$ cat src/rtl/ship_bullet_unit.sv
// ship_bullet_unit: player-side game logic for the Space Invaders core.
// Debounces the four player buttons, keeps the ship column on the playfield
// and owns the single player bullet.
//
// Ports:
//   clk_36MHz       in   pixel clock, all flops on the rising edge
//   reset           in   asynchronous active-low reset
//   enable          in   game-tick strobe, paces sampling and bullet motion
//   left/right      in   raw ship-move buttons
//   start           in   raw start button, exported only as a pulse
//   shoot           in   raw fire button
//   hit             in   one-cycle pulse: the bullet struck something
//   ship_x          out  ship column (0..COLS-1)
//   start_debounced out  one-cycle pulse per accepted start press
//   bullet_x        out  bullet column, fixed for the whole flight
//   bullet_y        out  bullet row
//   bullet_flying   out  bullet is active

// ---------------------------------------------------------------------------
// ship_bullet_debounce: 2-flop synchronizer, enable-sampled history and a
// one-clock pulse on each accepted press.
//
// Ports:
//   clk     in   clock
//   rst_n   in   asynchronous active-low reset
//   enable  in   sampling strobe
//   din     in   raw asynchronous input
//   pulse   out  registered one-clock pulse per 0->1 of the stable state
// ---------------------------------------------------------------------------
module ship_bullet_debounce #(
    parameter int unsigned SAMPLES = 3
) (
    input  logic clk,
    input  logic rst_n,
    input  logic enable,
    input  logic din,
    output logic pulse
);

    logic               sync1_q, sync1_d;
    logic               sync2_q, sync2_d;
    logic [SAMPLES-1:0] hist_q,  hist_d;
    logic               stable_q, stable_d;
    logic               pulse_q, pulse_d;

    // Next-state: stable state and pulse look at the history as it will be
    // after this edge, so the pulse lands in the cycle after the last sample.
    always_comb begin
        sync1_d  = din;
        sync2_d  = sync1_q;
        hist_d   = hist_q;
        if (enable) begin
            hist_d = (hist_q << 1) | SAMPLES'(sync2_q);
        end
        stable_d = stable_q;
        if (&hist_d) begin
            stable_d = 1'b1;
        end else if (~|hist_d) begin
            stable_d = 1'b0;
        end
        pulse_d  = stable_d & ~stable_q;
    end

    always_ff @(posedge clk or negedge rst_n) begin
        if (!rst_n) begin
            sync1_q  <= 1'b0;
            sync2_q  <= 1'b0;
            hist_q   <= '0;
            stable_q <= 1'b0;
            pulse_q  <= 1'b0;
        end else begin
            sync1_q  <= sync1_d;
            sync2_q  <= sync2_d;
            hist_q   <= hist_d;
            stable_q <= stable_d;
            pulse_q  <= pulse_d;
        end
    end

    assign pulse = pulse_q;

endmodule

// ---------------------------------------------------------------------------
// ship_bullet_unit top
// ---------------------------------------------------------------------------
module ship_bullet_unit #(
    parameter  int unsigned COLS             = 20,
    parameter  int unsigned ROWS             = 15,
    parameter  int unsigned SHIP_X_RESET     = 10,
    parameter  int unsigned DEBOUNCE_SAMPLES = 3,
    localparam int unsigned X_W              = 5,
    localparam int unsigned Y_W              = 4
) (
    input  logic           clk_36MHz,
    input  logic           reset,
    input  logic           enable,
    input  logic           left,
    input  logic           right,
    input  logic           start,
    input  logic           shoot,
    input  logic           hit,
    output logic [X_W-1:0] ship_x,
    output logic           start_debounced,
    output logic [X_W-1:0] bullet_x,
    output logic [Y_W-1:0] bullet_y,
    output logic           bullet_flying
);

    localparam logic [X_W-1:0] X_MAX     = X_W'(COLS - 1);
    localparam logic [X_W-1:0] X_RESET   = X_W'(SHIP_X_RESET);
    localparam logic [Y_W-1:0] Y_LAUNCH  = Y_W'(ROWS - 2);

    typedef enum logic {
        S_IDLE   = 1'b0,
        S_FLYING = 1'b1
    } state_t;

    logic left_p, right_p, start_p, shoot_p;

    state_t         state_q, state_d;
    logic [X_W-1:0] ship_x_q, ship_x_d;
    logic [X_W-1:0] bullet_x_q, bullet_x_d;
    logic [Y_W-1:0] bullet_y_q, bullet_y_d;

    // Button conditioning
    ship_bullet_debounce #(.SAMPLES(DEBOUNCE_SAMPLES)) u_db_left (
        .clk    (clk_36MHz),
        .rst_n  (reset),
        .enable (enable),
        .din    (left),
        .pulse  (left_p)
    );

    ship_bullet_debounce #(.SAMPLES(DEBOUNCE_SAMPLES)) u_db_right (
        .clk    (clk_36MHz),
        .rst_n  (reset),
        .enable (enable),
        .din    (right),
        .pulse  (right_p)
    );

    ship_bullet_debounce #(.SAMPLES(DEBOUNCE_SAMPLES)) u_db_start (
        .clk    (clk_36MHz),
        .rst_n  (reset),
        .enable (enable),
        .din    (start),
        .pulse  (start_p)
    );

    ship_bullet_debounce #(.SAMPLES(DEBOUNCE_SAMPLES)) u_db_shoot (
        .clk    (clk_36MHz),
        .rst_n  (reset),
        .enable (enable),
        .din    (shoot),
        .pulse  (shoot_p)
    );

    // Ship column: saturating move, simultaneous left+right cancels
    always_comb begin
        ship_x_d = ship_x_q;
        if (left_p && !right_p && (ship_x_q != '0)) begin
            ship_x_d = ship_x_q - X_W'(1);
        end else if (right_p && !left_p && (ship_x_q != X_MAX)) begin
            ship_x_d = ship_x_q + X_W'(1);
        end
    end

    // Bullet FSM: state register
    always_ff @(posedge clk_36MHz or negedge reset) begin
        if (!reset) begin
            state_q <= S_IDLE;
        end else begin
            state_q <= state_d;
        end
    end

    // Bullet FSM: next state; hit outranks both launch and motion
    always_comb begin
        state_d = state_q;
        case (state_q)
            S_IDLE: begin
                if (shoot_p && !hit) begin
                    state_d = S_FLYING;
                end
            end
            S_FLYING: begin
                if (hit) begin
                    state_d = S_IDLE;
                end else if (enable && (bullet_y_q == '0)) begin
                    state_d = S_IDLE;
                end
            end
            default: state_d = S_IDLE;
        endcase
    end

    // Bullet FSM: position; coordinates hold whenever idle or on a hit
    always_comb begin
        bullet_x_d = bullet_x_q;
        bullet_y_d = bullet_y_q;
        case (state_q)
            S_IDLE: begin
                if (shoot_p && !hit) begin
                    bullet_x_d = ship_x_q;
                    bullet_y_d = Y_LAUNCH;
                end
            end
            S_FLYING: begin
                if (!hit && enable && (bullet_y_q != '0)) begin
                    bullet_y_d = bullet_y_q - Y_W'(1);
                end
            end
            default: begin
                bullet_x_d = bullet_x_q;
                bullet_y_d = bullet_y_q;
            end
        endcase
    end

    // Datapath registers
    always_ff @(posedge clk_36MHz or negedge reset) begin
        if (!reset) begin
            ship_x_q   <= X_RESET;
            bullet_x_q <= '0;
            bullet_y_q <= '0;
        end else begin
            ship_x_q   <= ship_x_d;
            bullet_x_q <= bullet_x_d;
            bullet_y_q <= bullet_y_d;
        end
    end

    assign ship_x          = ship_x_q;
    assign bullet_x        = bullet_x_q;
    assign bullet_y        = bullet_y_q;
    assign bullet_flying   = (state_q == S_FLYING);
    assign start_debounced = start_p;

endmodule

$ cat config.mk
export PLATFORM = sky130hd
export DESIGN_NAME = ship_bullet_unit
export DESIGN_NICKNAME = d
export VERILOG_FILES = /design/src/rtl/ship_bullet_unit.sv
export SDC_FILE = /design/constraint.sdc
export NUM_CORES = 1
export LEC_CHECK = 0
export BUFFER_PORTS_ARGS = -buffer_cell sky130_fd_sc_hd__buf_4
export CORE_MARGIN = 2
export CORE_UTILIZATION = 42
export CTS_BUF_LIST = sky130_fd_sc_hd__clkbuf_8
export CTS_CLUSTER_DIAMETER = 50
export DETAILED_ROUTE_END_ITERATION = 8
export SKIP_LAST_GASP = 1
export SLEW_MARGIN = 20
export SYNTH_ARGS = -nofsm -noshare
export SYNTH_HDL_FRONTEND = slang
export SYNTH_HIERARCHICAL = 1
export SYNTH_SLANG_ARGS = --single-unit
$ cat constraint.sdc
create_clock -name clk_36MHz -period 5 [get_ports clk_36MHz]
set_input_delay 1 -clock clk_36MHz [delete_from_list [all_inputs] [get_ports clk_36MHz]]
set_output_delay 1 -clock clk_36MHz [all_outputs]
set_load 0.05 [all_outputs]
==> results.toml, run 1 <==
[cts]
cts_root_buffer = "clkbuf_8"
clk_path_buf_depth = 2
htree_levels = 2
ctsResizeCount = 0
tritoncts = "built"
cts_sinks = 43
clk_latency_ns = 0.29
holdBufCountCts = 0
postCtsSetupRepairBufs = 0
path_clk_slew_ns = 0.08
cts-buffers-inserted = 5

[global_routing]
grt_pass1_wl_um = 5430
grt_max_degree = 44
grt_usage = 0.140
grt_use_met3 = 0.0492
grt_pass1_vias = 1243
overflow = 0
grt_use_met1 = 0.151
grt_antenna_before_repair = 0
met2_usage = 0.234
top_usage_layer = "met2"

[route]
dr.first_iter.drc_count = 77
drcViolationCount = 0
num_vias = 1253
post_drt_via_cell_ratio = 5.31
drt-total-wl_um = 3170
wire_per_inst_um = 13.4
first_pass_iters = 4
antenna_left = 0

[synthesis]
synth_cell_types = 41
ys_seq_area_frac = 0.565
synth_fp_nets = 168
async_reset_ff_frac = 1.00
avgSynthCellArea_um2 = 12.3
ys_seq_elements = 43
yosysWarnings = 6
synth_edf_count = 0
synthCells = 155
netlist_area_um2 = 1910
synthFlopType = "dfrtp_1"

[floorplan]
ios = 24
core.rowCount = 24
coreArea_um2 = 4350
die-area_um2 = 5100
fp.dieH_um = 71.4
start_util = 0.438
die_w_um = 71.4

[power_and_ir_drop]
power_leakage_nw = 1.02
power.density_nw_per_um2 = 557
vdd_ir_drop_max_mv = 0.189
finalPower_mw = 1.25

[worst_hold_path]
min_from = "u_db_start/sync1_q"
hold_path.class = "flop to flop"
hold-path-cell-count = 0

[sta]
final_hold_viol_count = 0
slew_headroom = 0.642
finClkSkew_ns = 0.00427
post-route-period-util = 0.472
max_freq_mhz = 423
worstMarginPinSlew_ns = 0.537
fin_crit_ns = 2.36
setup_viol = 0
rsz0062_at_grt = "no"
timing.setup.tns_ns = 0
finalMaxSlewViolations = 0

[placement]
hpwl_um = 2280
port_buffers = 23
gp_congestion = 0.837

[critical_path]
crit_arrival_ns = 2.58
r2r-start = "ship_x[2]"
end_kind = "flop"
start_kind = "flop"
critPathKind = "flop to flop"
required_ns = 5.22
reg2regPathDepth = 10
crit_path_max_fanout = 6
crit_start = "ship_x[2]"
rrSetupSlack_ns = 2.64

[job]
cap_violations = 0

[final_layout]
layout.nets = 197
area_growth_pct = 17.6
antennaDiodeCount = 0
drive_gt1_frac = 0.359

[outcome]
status = "completed"
==> critical path: stages (launching register included) <==
cell     delay (ns)
dfrtp_1        0.47
nor4_1         0.32
a21oi_1        0.15
nand2_1        0.14
inv_2          0.07
ha_1           0.27
a21o_1         0.18
a21oi_1        0.16
xor2_1         0.19
nor2_1         0.07
o31a_1         0.27
==> flip-flops by register name (all words and copies together), names as in the netlist, 3 cells and up <==
register / flops
bullet_x: 5
ship_x: 5
bullet_y: 4
u_db_left/hist_q: 3
u_db_right/hist_q: 3
u_db_shoot/hist_q: 3
u_db_start/hist_q: 3
==> metrics by stage <==
step	std cells	hold WS [ns]	util	setup slack [ns]	instance area, um2
after global routing	236	0.365	0.516	2.41	2240
after CTS	236	0.354	0.516	2.66	2240
after detailed placement	229	0.336	0.492	2.67	2140
after floorplan	155	0.331	-	2.60	1910
after global placement	229	0.333	0.492	2.73	2140
final	236	0.350	0.516	2.64	2240
==> area by class of cell <==
type	instances	area (um2)
clock inverter	2	33.8
clock buffer	5	68.8
sequential	43	1080
fill	372	2110
tap	52	65.1
multi-input combinational	99	781
inverter	12	45.0
timing repair buffer	23	173
==> cells in the mapped netlist, drive strengths merged (4+ instances only) <==
library cell / number / area share
dfrtp: 41 / 0.54
nand2: 17 / 0.033
mux2: 15 / 0.096
o21ai: 14 / 0.047
inv: 12 / 0.024
a21oi: 11 / 0.045
nor3: 6 / 0.026
nor2: 5 / 0.011
ha: 4 / 0.026
==> kinds of logic (layout without fill, tap and decap cells) <==
logic type / after synthesis / after routing / share of synthesized area
XOR/XNOR: 4 / 4 / 0.0184
flip-flops: 43 / 43 / 0.565
AND/OR/NAND/NOR: 38 / 38 / 0.110
AO/OA/AOI/OAI: 36 / 36 / 0.143
multiplexers: 16 / 16 / 0.102
adder cells (fa/ha/maj): 5 / 5 / 0.0367
buffers and inverters: 13 / 42 / 0.0256
==> metal layers <==
metal	vias up	wire, um
met5	-	0
met4	0	89
met2	35	1530
met3	10	190
met1	609	1350
li1	599	-
==> cell usage in the layout, fill, tap and decap left out, types with 5 or more instances in the layout <==
| master | synthesis | layout |
|---|---|---|
| a21oi_2 | 8 | 8 |
| o21ai_2 | 5 | 5 |
| clkbuf_8 | 0 | 5 |
| o21ai_0 | 8 | 8 |
| inv_1 | 11 | 12 |
| dfrtp_1 | 41 | 41 |
| mux2_2 | 10 | 10 |
| buf_4 | 0 | 23 |
| nand2_1 | 17 | 17 |
==> final timing paths <==
| path | endpoint |
|---|---|
| min in group asynchronous | ship_x[0] |
| max reg2reg | ship_x[3] |
| min reg2reg | u_db_start/sync2_q |
| min | u_db_start/sync2_q |
| max in group asynchronous | ship_x[3] |
| max | ship_x[3] |
==> report_power, final <==
group	leakage (nW)	total, mW	switching, mW	internal (mW)
Clock	0.0554	0.253	0.109	0.144
Combinational	0.438	0.487	0.316	0.171
Sequential	0.529	0.512	0.0837	0.428
Note: power is estimated with default switching activity, not from simulation.
==> run 2: changes to the inputs <==
--- a/config.mk
+++ b/config.mk
@@ -5,6 +5,7 @@
 export SDC_FILE = /design/constraint.sdc
 export NUM_CORES = 1
 export LEC_CHECK = 0
+export ABC_AREA = 1
 export BUFFER_PORTS_ARGS = -buffer_cell sky130_fd_sc_hd__buf_4
 export CORE_MARGIN = 2
 export CORE_UTILIZATION = 42
==> constraint.sdc (replaced) <==
create_clock -name clk_36MHz -period 2.46 [get_ports clk_36MHz]
set_input_delay 0.492 -clock clk_36MHz [delete_from_list [all_inputs] [get_ports clk_36MHz]]
set_output_delay 0.492 -clock clk_36MHz [all_outputs]
set_load 0.05 [all_outputs]
==> run 2 against run 1 <==
Compared with the run above:
- first-iteration DRC count is 43% lower
- power is 78% higher
- non-clock buffer count stayed put
- critical path type unchanged
- critical endpoint is now ship_x[4]
- largest cell class unchanged
- largest power group unchanged
==> results.toml, run 2 <==
[outcome]
status = "completed"

[route]
dr.first_iter.drc_count = 44
first_pass_iters = 4
wire_per_inst_um = 10.2
antenna_left = 0
post_drt_via_cell_ratio = 4.47
drcViolationCount = 0
num_vias = 1369
drt-total-wl_um = 3130

[final_layout]
area_growth_pct = 17.6
multi_input_comb_area_um2 = 687
antennaDiodeCount = 0
layout_commonest_cell = "nand2_1"
final-seq-area_um2 = 1080
drive_gt1_frac = 0.295
layout.nets = 266
final_cell_mix = "nand2_1 (59), dfrtp_1 (41), inv_1 (34), buf_4 (23), nand3_1 (17)"
nFillCells = 425

[job]
cap_violations = 0

[critical_path]
critical_path.top_delay_family = "simple AND/OR/NAND/NOR gates"
reg2regPathDepth = 12
required_ns = 2.65
critPathKind = "flop to flop"
cp_cell_sequence = "nor2_1, nand3_1, nand2_4, inv_1, ha_1, nand2_1, nor2_1, nor2_1, nand3_1, nand2_1, nand2_1, nand2_1"
timing.critical_path.mode_cell = "nand2_1"
r2r-end = "ship_x[4]"
max_stage_delay_ns = 0.41
crit_arrival_ns = 2.04
crit_path_max_fanout = 5
start_kind = "flop"
r2r-start = "ship_x[2]"
end_kind = "flop"
rrSetupSlack_ns = 0.61
critical-path-slowest-cell = "dfrtp_1"
cp.buffers_inverters = 1

[synthesis]
synth_commonest_cells = "nand2_1 (59), dfrtp_1 (41), inv_1 (34), nand3_1 (17), inv_2 (16)"
async_reset_ff_frac = 1.00
synthFlopType = "dfrtp_1"
ys_seq_area_frac = 0.551
ys_seq_elements = 43
yosys.area.top_type = "dfrtp_1"
netlist_area_um2 = 1960
synthCells = 224
synthTopCellsByArea = "dfrtp_1 (52%), nand2_1 (11%), inv_1 (6.5%)"
synth_top_area_frac = 0.524
yosysWarnings = 6
synth_fp_nets = 237
synth_edf_count = 0
yosysMostFrequentCell = "nand2_1"
synth_cell_types = 22
avgSynthCellArea_um2 = 8.74

[cts]
clk_latency_ns = 0.29
htree_levels = 2
postCtsSetupRepairBufs = 0
holdBufCountCts = 0
cts_root_buffer = "clkbuf_8"
ctsResizeCount = 0
path_clk_slew_ns = 0.08
cts-buffers-inserted = 5
cts_sinks = 43
tritoncts = "built"
clk_path_buf_depth = 2

[floorplan]
ios = 24
fp.dieH_um = 72.3
coreArea_um2 = 4410
core.rowCount = 24
die_w_um = 72.3
start_util = 0.444
die-area_um2 = 5220

[power_and_ir_drop]
power.density_nw_per_um2 = 965
vdd_ir_drop_max_mv = 0.430
power_leakage_nw = 1.27
finalPower_mw = 2.22

[placement]
port_buffers = 23
gp_congestion = 0.823
hpwl_um = 2220

[sta]
final_hold_viol_count = 0
rsz0062_at_grt = "no"
finalMaxSlewViolations = 0
worstMarginPinSlew_ns = 0.547
setup_viol = 0
finClkSkew_ns = 0.00500
timing.setup.tns_ns = 0
max_freq_mhz = 541
fin_crit_ns = 1.85
post-route-period-util = 0.751
slew_headroom = 0.635

[global_routing]
grt_pass1_wl_um = 5660
grt_pass1_vias = 1318
overflow = 0
grt_usage = 0.142
grt_antenna_before_repair = 0
grt_max_degree = 44

[worst_hold_path]
hold_path.class = "input pin to async pin"
==> run 2: cell count changes in the layout (fill, tap and decap cells not counted), moves of 6 or more <==
cell	previous run	this run
nand2_1	17	59
a21oi_2	8	0
inv_2	1	16
nand2_2	0	13
mux2_2	10	1
inv_1	12	34
nand3_1	1	17
nor2_1	4	10
==> run 2: kinds of logic (layout without fill, tap and decap cells) <==
family | after synthesis | count (layout) | share of synthesized area
AOI/OAI and AO/OA | 13 | 13 | 0.0390
xor gates and xnor gates | 1 | 1 | 0.00447
adders and majority gates | 5 | 5 | 0.0358
buffers and inverters | 51 | 81 | 0.0984
DFF | 43 | 43 | 0.551
muxes | 1 | 1 | 0.00575
and+or+nand+nor | 110 | 110 | 0.266
==> run 2: stage by stage <==
stage | setup slack (ns) | cells | util | area, um2 | hold WS, ns
3_5_place_dp | 0.616 | 298 | 0.496 | 2190 | 0.335
5_1_grt | 0.379 | 306 | 0.522 | 2300 | 0.219
3_3_place_gp | 0.645 | 298 | 0.496 | 2190 | 0.332
4_1_cts | 0.600 | 306 | 0.522 | 2300 | 0.198
6_report | 0.612 | 306 | 0.522 | 2300 | 0.167
2_1_floorplan | 0.519 | 224 | - | 1960 | 0.196
==> run 2: worst max-delay path by stage <==
stage                     slack (ns)  cells past startpoint         to       from
after detailed placement        0.62                     12  ship_x[4]  ship_x[2]
after floorplan                 0.52                     11  ship_x[4]  ship_x[2]
after CTS                       0.60                     12  ship_x[4]  ship_x[2]
after global placement          0.65                     12  ship_x[4]  ship_x[4]
final                           0.61                     12  ship_x[4]  ship_x[2]
after global routing            0.38                     13  ship_x[4]  ship_x[0]
==> run 2: power breakdown <==
group | switching, mW | total (mW) | internal (mW)
registers | 0.0747 | 0.903 | 0.828
logic | 0.544 | 0.776 | 0.233
clock network | 0.241 | 0.543 | 0.302
total | 0.860 | 2.22 | 1.36
==> run 2: final cells by class <==
| cell class | count | share of cell area |
|---|---|---|
| inverters | 50 | 0.0815 |
| repair buffers | 23 | 0.0750 |
| clock inverters | 3 | 0.0190 |
| flip-flops and latches | 43 | 0.468 |
| multi-input cells | 130 | 0.298 |
| well taps | 52 | 0.0282 |
| clock buffers | 5 | 0.0299 |
==> run 2: worst reg2reg max path: stages, from the launching register on <==
cell	delay, ns
dfrtp_1	0.41
nor2_1	0.14
nand3_1	0.16
nand2_4	0.13
inv_1	0.08
ha_1	0.38
nand2_1	0.07
nor2_1	0.10
nor2_1	0.05
nand3_1	0.08
nand2_1	0.06
nand2_1	0.05
nand2_1	0.04
==> run 2: metal layers <==
layer	vias to the layer above	global-route usage	share of wire
met5	-	0	0
met4	0	0.0503	0.010
met3	5	0.0431	0.045
met2	22	0.229	0.45
met1	607	0.180	0.50
li1	735	-	-
